<file path="config.mk">
export PLATFORM = sky130hd
export DESIGN_NAME = up_timer_counter_flat
export DESIGN_NICKNAME = d
export VERILOG_FILES = /design/src/rtl/up_timer_if.sv /design/src/rtl/up_timer_counter.sv /design/src/flat_wrapper.sv
export SDC_FILE = /design/constraint.sdc
export NUM_CORES = 1
export LEC_CHECK = 0
export BUFFER_PORTS_ARGS = -buffer_cell sky130_fd_sc_hd__buf_4
export CORE_AREA = 2 2 39 41
export CTS_CLUSTER_DIAMETER = 30
export DETAILED_ROUTE_END_ITERATION = 7
export DIE_AREA = 0 0 41 43
export GPL_TIMING_DRIVEN = 0
export PLACE_DENSITY = 0.66
export SLEW_MARGIN = 20
export SYNTH_ARGS = -nofsm -noshare
export SYNTH_HDL_FRONTEND = slang
export SYNTH_SLANG_ARGS = --single-unit
</file>
<file path="constraint.sdc">
create_clock -name clk -period 1.58 [get_ports clk]
set_clock_uncertainty 0.2 [all_clocks]
set_input_delay 0 -clock clk [delete_from_list [all_inputs] [get_ports clk]]
set_output_delay 0 -clock clk [all_outputs]
set_load 0.05 [all_outputs]
</file>
<file path="src/rtl/up_timer_if.sv">
// Control/status bundle for the up-counting interval timer.
// The master drives start/stop/en/limit and observes q/busy/done.
interface up_timer_if #(
    parameter int WIDTH = 4
);
    logic             start;
    logic             stop;
    logic             en;
    logic [WIDTH-1:0] limit;
    logic [WIDTH-1:0] q;
    logic             busy;
    logic             done;

    modport master (output start, stop, en, limit, input q, busy, done);
    modport slave  (input start, stop, en, limit, output q, busy, done);
endinterface

</file>
<file path="src/rtl/up_timer_counter.sv">
// Loadable up-counting interval timer: counts 0 -> latched limit on enabled
// cycles while running, then pulses done for one cycle.
module up_timer_counter #(
    parameter int WIDTH = 4
) (
    input logic        clk,
    input logic        reset,
    up_timer_if.slave  bus
);
    typedef enum logic [1:0] {IDLE, RUN, DONE} state_t;

    localparam logic [WIDTH-1:0] ONE  = {{(WIDTH-1){1'b0}}, 1'b1};
    localparam logic [WIDTH-1:0] ZERO = '0;

    state_t           state;
    logic [WIDTH-1:0] q;
    logic [WIDTH-1:0] lim_r;
    logic [WIDTH-1:0] q_inc;
    logic             busy;
    logic             done;

    // q never exceeds lim_r, so the increment cannot wrap when it is used.
    assign q_inc = q + ONE;

    always_ff @(posedge clk) begin
        if (reset) begin
            state <= IDLE;
            q     <= ZERO;
            lim_r <= ZERO;
            busy  <= 1'b0;
            done  <= 1'b0;
        end else begin
            case (state)
                RUN: begin
                    if (bus.stop) begin
                        state <= IDLE;
                        busy  <= 1'b0;
                        done  <= 1'b0;
                    end else if (bus.en) begin
                        q <= q_inc;
                        if (q_inc == lim_r) begin
                            state <= DONE;
                            busy  <= 1'b0;
                            done  <= 1'b1;
                        end
                    end
                end
                // IDLE and DONE both accept a start; DONE otherwise falls back to IDLE.
                IDLE, DONE: begin
                    if (bus.start) begin
                        lim_r <= bus.limit;
                        q     <= ZERO;
                        if (bus.limit != ZERO) begin
                            state <= RUN;
                            busy  <= 1'b1;
                            done  <= 1'b0;
                        end else begin
                            state <= DONE;
                            busy  <= 1'b0;
                            done  <= 1'b1;
                        end
                    end else begin
                        state <= IDLE;
                        busy  <= 1'b0;
                        done  <= 1'b0;
                    end
                end
                default: begin
                    state <= IDLE;
                    busy  <= 1'b0;
                    done  <= 1'b0;
                end
            endcase
        end
    end

    assign bus.q    = q;
    assign bus.busy = busy;
    assign bus.done = done;
endmodule

</file>
<file path="src/flat_wrapper.sv">
// flat-port wrapper written by rule: the top's interface ports become plain ports
module up_timer_counter_flat 
#(
    parameter int WIDTH = 4
)
  (clk, reset, bus_start, bus_stop, bus_en, bus_limit, bus_q, bus_busy, bus_done);
  up_timer_if #(.WIDTH(WIDTH)) bus_i ();
  input logic clk;
  input logic reset;
  input wire logic [$bits(bus_i.start)-1:0] bus_start;
  input wire logic [$bits(bus_i.stop)-1:0] bus_stop;
  input wire logic [$bits(bus_i.en)-1:0] bus_en;
  input wire logic [$bits(bus_i.limit)-1:0] bus_limit;
  output wire logic [$bits(bus_i.q)-1:0] bus_q;
  output wire logic [$bits(bus_i.busy)-1:0] bus_busy;
  output wire logic [$bits(bus_i.done)-1:0] bus_done;
  assign bus_i.start = bus_start;
  assign bus_i.stop = bus_stop;
  assign bus_i.en = bus_en;
  assign bus_i.limit = bus_limit;
  assign bus_q = bus_i.q;
  assign bus_busy = bus_i.busy;
  assign bus_done = bus_i.done;
  up_timer_counter #(.WIDTH(WIDTH)) u_core (.clk(clk), .reset(reset), .bus(bus_i));
endmodule
</file>
; ---- Word level (Yosys, flattened, before mapping)
; Cells that the tools add are included.
[totals]
ff_bits = 12
word_cells = 43
output_inout_bits = 6
in_bits = 9
[classes]
n_addsub = 1
eq_ne = 8
n_reduce_logical = 7
n_mux = 22
[op_table]
columns = operator, count
row1 = 2-to-1 mux 4 bit, 3
row2 = 2-to-1 mux 1 bit, 10
row3 = 2-to-1 mux 2 bit, 5
row4 = one-hot mux 4 bit (2 select lines), 1
row5 = inequality test 2 bit (second input constant), 3
row6 = adder 4 x 1 -> 4 bit (second input constant), 1
row7 = equality test 4 bit, 1
row8 = one-hot mux 1 bit (2 select lines), 2
row9 = one-hot mux 2 bit (2 select lines), 1
row10 = AND reduction 2 bit, 2
row11 = AND reduction 4 bit, 1
row12 = nonzero test 4 bit, 1
row13 = inequality test 3 x 2 -> 1 bit (second input constant), 1
row14 = inequality test 3 bit (second input constant), 1
row15 = equality test 2 x 1 -> 1 bit (second input constant), 1
row16 = equality test 2 bit (second input constant), 1
row17 = zero test 2 bit, 1
row18 = nonzero test 2 bit, 1
row19 = OR reduction 2 bit, 1

; ---- Longest topological paths before layout
[depth]
word_depth = 6
mapped_depth = 4
depth_no_buf = 4

; ---- Least setup slack after synthesis
; Ideal clock, no wire load.
[synth_path]
path_type = register to register
start = register u_core.q[0] (netlist: u_core.bus.q[0])
end = register u_core.state[1]
slack_ns = -0.284
required_time_ns = 1.264
n_path_buf = 0
arrival_time_ns = 1.548
stages_incl_launch_ff = 5
synth_period_minus_slack_ns = 1.864
setup_ns = 0.116
path_cell_list = dfxtp_1 ha_1 xnor3_1 and4_4 a31o_1
[synth_via]
elab_chain_cells = 4
[synth_lines]
columns = item, line_no
row1 = from (decl), up_timer_counter.sv:16  ; logic [WIDTH-1:0] q;
row2 = from (signal assigned), up_timer_counter.sv:40  ; q <= q_inc;
row3 = adder 4 x 1 -> 4 bit, up_timer_counter.sv:23  ; assign q_inc = q + ONE;
row4 = equality test 4 bit, up_timer_counter.sv:41  ; if (q_inc == lim_r) begin
row5 = inequality test 3 x 2 -> 1 bit (no source line), --
row6 = AND reduction 2 bit (no source line), --
row7 = to (signal assigned), up_timer_counter.sv:27  ; state <= IDLE;
row8 = to (signal assigned), up_timer_counter.sv:36  ; state <= IDLE;
row9 = to (signal assigned), up_timer_counter.sv:42  ; state <= DONE;
row10 = to (decl), up_timer_counter.sv:15  ; state_t state;
; No other way between the ends.
; A chain may end at the register's enable or synchronous reset.

; ---- Worst setup path after layout
[layout_path]
start = register u_core.state[1]
end = register u_core.q[2] (netlist: u_core.bus.q[2])
[layout_via]
elab_chain_cells = 4
word_cells_on_any_way = 10
cone_classes = eq/ne: 5 / mux: 1 / reduce/logical: 4
[layout_lines]
columns = item, line_no
row1 = equality test 2 bit / zero test 2 bit (equally long branches), up_timer_counter.sv:33  ; case (state)
row2 = OR reduction 2 bit, up_timer_counter.sv:33
row3 = inequality test 2 bit (no source line) / nonzero test 2 bit (equally long branches), --
row4 = AND reduction 4 bit (no source line), --
; Parallel ways exist; a longest one is shown, timed or not.

==> results.py <==
metrics = {
    "layout": {
        "final-seq-area_um2": 232.7,
        "antenna_cells": 0,
        "multi_input_area_um2": 355.3,
        "drive_above_1_share_pct": 36.47,
        "layout.cells.non_filler": 101,
        "post-route-util_pct": 60.22,
        "fillerInstances": 129,
        "area_delta_synth_final_pct": 48.33,
        "nNetsFinal": 96,
        "finalInstanceArea_um2": 833.3,
    },
    "clock_tree": {
        "clock-sinks": 11,
        "h-tree-depth": 1,
        "cts_tree": "built",
        "numCtsBuffers": 3,
        "cts.path.max_buffers": 2,
        "cts.clk_slew.worst_paths_ns": 0.07,
        "insertion_delay_ns": 0.27,
        "post-cts-setup-buffer-count": 0,
        "cts_root_buf": "clkbuf_4",
    },
    "yosys": {
        "syn_area_um2": 561.8,
        "syn_nets": 70,
        "synth.yosys.seq_area_share_pct": 39.20,
        "synthCells": 60,
        "avgSynthCellArea_um2": 9.363,
        "synth_top_cells_by_area": "dfxtp_1 (39%), a21oi_1 (7.1%), nand2_1 (6.7%)",
        "ys_ff_latch": 11,
        "synthDistinctLibCells": 25,
        "yosysTopAreaCellShare_pct": 39.20,
        "yosys_warnings": 0,
        "synth_top_area_cell": "dfxtp_1",
    },
    "critical_path": {
        "start_kind": "flip-flop",
        "r2r_start": "u_core.state[1]$_SDFFE_PP0P_",
        "crit_fanout": 8,
        "crit_path_end_kind": "flip-flop",
        "r2r_slack_ns": 0.02,
        "crit_required_ns": 1.57,
        "crit_type": "flip-flop to flip-flop",
        "ff2ff_path_depth": 4,
        "cp.arrival_ns": 1.55,
        "r2r-end": "u_core.bus.q[2]$_SDFFE_PP0P_",
    },
    "global_routing": {
        "grt_max_degree": 11,
        "antenna_found_initial": 0,
        "grt_pass1_wl_um": 2028,
        "track_usage_pct": 17.78,
        "grt_pass1_vias": 472,
        "overflow": 0,
    },
    "sta": {
        "fmax_mhz": 639.9,
        "final_hold_viol_count": 1,
        "tightest_slew_ns": 0.4744,
        "setup_violations": 0,
        "finalCritPeriodShare_pct": 98.90,
        "period_needed_ns": 1.563,
        "fin_hold_ws_ns": -0.003720,
        "maxSlewViolCount": 0,
        "setup_tns_ns": 0,
        "slew_headroom_pct": 68.37,
    },
    "power_and_ir_drop": {
        "switching_power_uw": 167.8,
        "p_per_area_nw_per_um2": 735.6,
        "comb_power_share_pct": 19.7,
        "power_uw": 613.0,
        "p_int_uw": 445.2,
        "pwr-share-seq_pct": 47.9,
        "ir_drop_uv": 621.8,
        "pwr-share-clk_pct": 32.4,
        "p_leak_nw": 0.3224,
        "swShare_pct": 27.37,
    },
    "floorplan": {
        "die_w_um": 41,
        "fp.coreArea_um2": 1384,
        "initial_utilization_pct": 40.60,
        "rows": 14,
        "die_y_um": 43,
        "io_pins": 15,
        "dieArea_um2": 1763,
    },
    "worst_hold_path": {
        "hp-class": "input port to flip-flop",
        "hold_path_end": "u_core.state[1]$_SDFFE_PP0P_",
        "worstHoldStart": "bus_limit[0]",
        "min_path_cells": 4,
    },
    "route": {
        "firstDrtPassIters": 2,
        "routed_wl_um": 1368,
        "postRouteAntennaNets": 0,
        "drc": 0,
        "drt-initial-drc-count": 3,
        "wl_per_cell_um": 13.54,
        "routed_via_density": 5.188,
        "num_vias": 524,
    },
    "outcome": {
        "failed_checks": "negative hold slack",
        "outcome": "finished with violations",
    },
    "job": {
        "cap_viol_max_count": 0,
    },
    "placement": {
        "portBuffers": 14,
        "place_inst": 90,
        "place_hpwl_um": 827.3,
        "postPlaceCellArea_um2": 699.4,
        "gp_congestion": 0.6453,
    },
}
[final cells by class]
class,count,share of cell area [%]
multi-input cells,45,42.64
clock buffers,4,3.153
repair buffers,21,21.02
flip-flops and latches,11,27.93
plain buffers,4,2.853
well taps,16,2.402
[through the flow]
stage	hold slack (ns)	setup slack, ns
4_1_cts	0.01868	0.01940
3_3_place_gp	0.05977	0.07817
6_report	-0.003720	0.01735
2_1_floorplan	-0.06404	0.02727
3_5_place_dp	0.06900	0.05533
5_1_grt	0.02085	-0.01050
[cell families (layout without fill, tap and decap cells)]
| kind of cell | Yosys count | count (layout) | synth area share (%) |
|---|---|---|---|
| AOI/OAI and AO/OA | 15 | 15 | 17.37 |
| xor gates and xnor gates | 5 | 5 | 10.25 |
| adders and majority gates | 1 | 1 | 2.227 |
| buffers and inverters | 4 | 29 | 4.009 |
| DFF | 11 | 11 | 39.20 |
| muxes | 2 | 2 | 4.454 |
| and+or+nand+nor | 22 | 22 | 22.49 |
[cells in the mapped netlist (all sizes together)]
| library cell | instances |
|---|---|
| dfxtp | 11 |
| nand2 | 10 |
| a21oi | 8 |
| clkbuf | 3 |
| xnor2 | 3 |
| a211oi | 2 |
| a311oi | 2 |
| nand2b | 2 |
| nand3b | 2 |
| nor2b | 2 |
| a22oi | 1 |
| a31o | 1 |
| a41oi | 1 |
| and4 | 1 |
| and4bb | 1 |
| buf | 1 |
| ha | 1 |
| mux2 | 1 |
| mux2i | 1 |
| nand3 | 1 |
| nor3 | 1 |
| nor3b | 1 |
| or4 | 1 |
| xnor3 | 1 |
| xor2 | 1 |
[layer usage]
metal | global-route usage, % | wire, um | vias up
met5 | 0 | 0 | -
met4 | 12.00 | 48 | 0
met3 | 4.712 | 42 | 6
met2 | 24.38 | 700 | 11
met1 | 23.28 | 576 | 239
li1 | - | - | 268
[critical path, cell delays in order (launching register included)]
cell and delay [ns]:
dfxtp_4 0.36, and4bb_1 0.28, buf_6 0.14, mux2_4 0.29
a211oi_1 0.21
[how the worst max path moves through the flow]
stage	slack, ns	to	cells past startpoint	start
after floorplan	0.03	u_core.bus.q[2]$_SDFFE_PP0P_	4	u_core.state[1]$_SDFFE_PP0P_
after global placement	0.08	u_core.bus.q[2]$_SDFFE_PP0P_	4	u_core.state[1]$_SDFFE_PP0P_
after detailed placement	0.06	u_core.bus.busy$_SDFFE_PP0P_	4	u_core.bus.q[0]$_SDFFE_PP0P_
after CTS	0.02	u_core.bus.busy$_SDFFE_PP0P_	5	bus_limit[1]
after global routing	-0.01	u_core.bus.q[2]$_SDFFE_PP0P_	4	u_core.state[1]$_SDFFE_PP0P_
final	0.02	u_core.bus.q[2]$_SDFFE_PP0P_	4	u_core.state[1]$_SDFFE_PP0P_
[power groups by stage]
stage / combinational, mW / sequential, mW / clock [mW]
floorplan: 0.0539 / 0.308 / 0
finish: 0.121 / 0.294 / 0.199
global route: 0.131 / 0.295 / 0.217
detailed placement: 0.0965 / 0.299 / 0
global placement: 0.0955 / 0.299 / 0
CTS: 0.111 / 0.292 / 0.202
[layout by cell type, fill, tap and decap left out, types with 2 or more instances in the layout]
| cell type | count |
|---|---|
| dfxtp_4 | 3 |
| nand3b_1 | 2 |
| dlygate4sd3_1 | 7 |
| a211oi_1 | 2 |
| nand2_1 | 10 |
| xnor2_1 | 3 |
| buf_4 | 14 |
| a21oi_1 | 7 |
| nand2b_1 | 2 |
| clkbuf_4 | 3 |
| nor2b_1 | 2 |
| dfxtp_1 | 7 |
| clkbuf_1 | 3 |
[registers in the layout, summed over array words and instances (netlist names)]
register,count
u_core.lim_r,4
u_core.bus.busy,1
u_core.bus.q,4
u_core.state,2
[repair_timing]
action                                  CTS  global route
endpoints found under the hold margin     7             0
gates resized for setup                   0             8
hold buffers                              7             0
endpoints found under the setup margin    0             3
No activity file was read; power rests on OpenSTA's default activity.
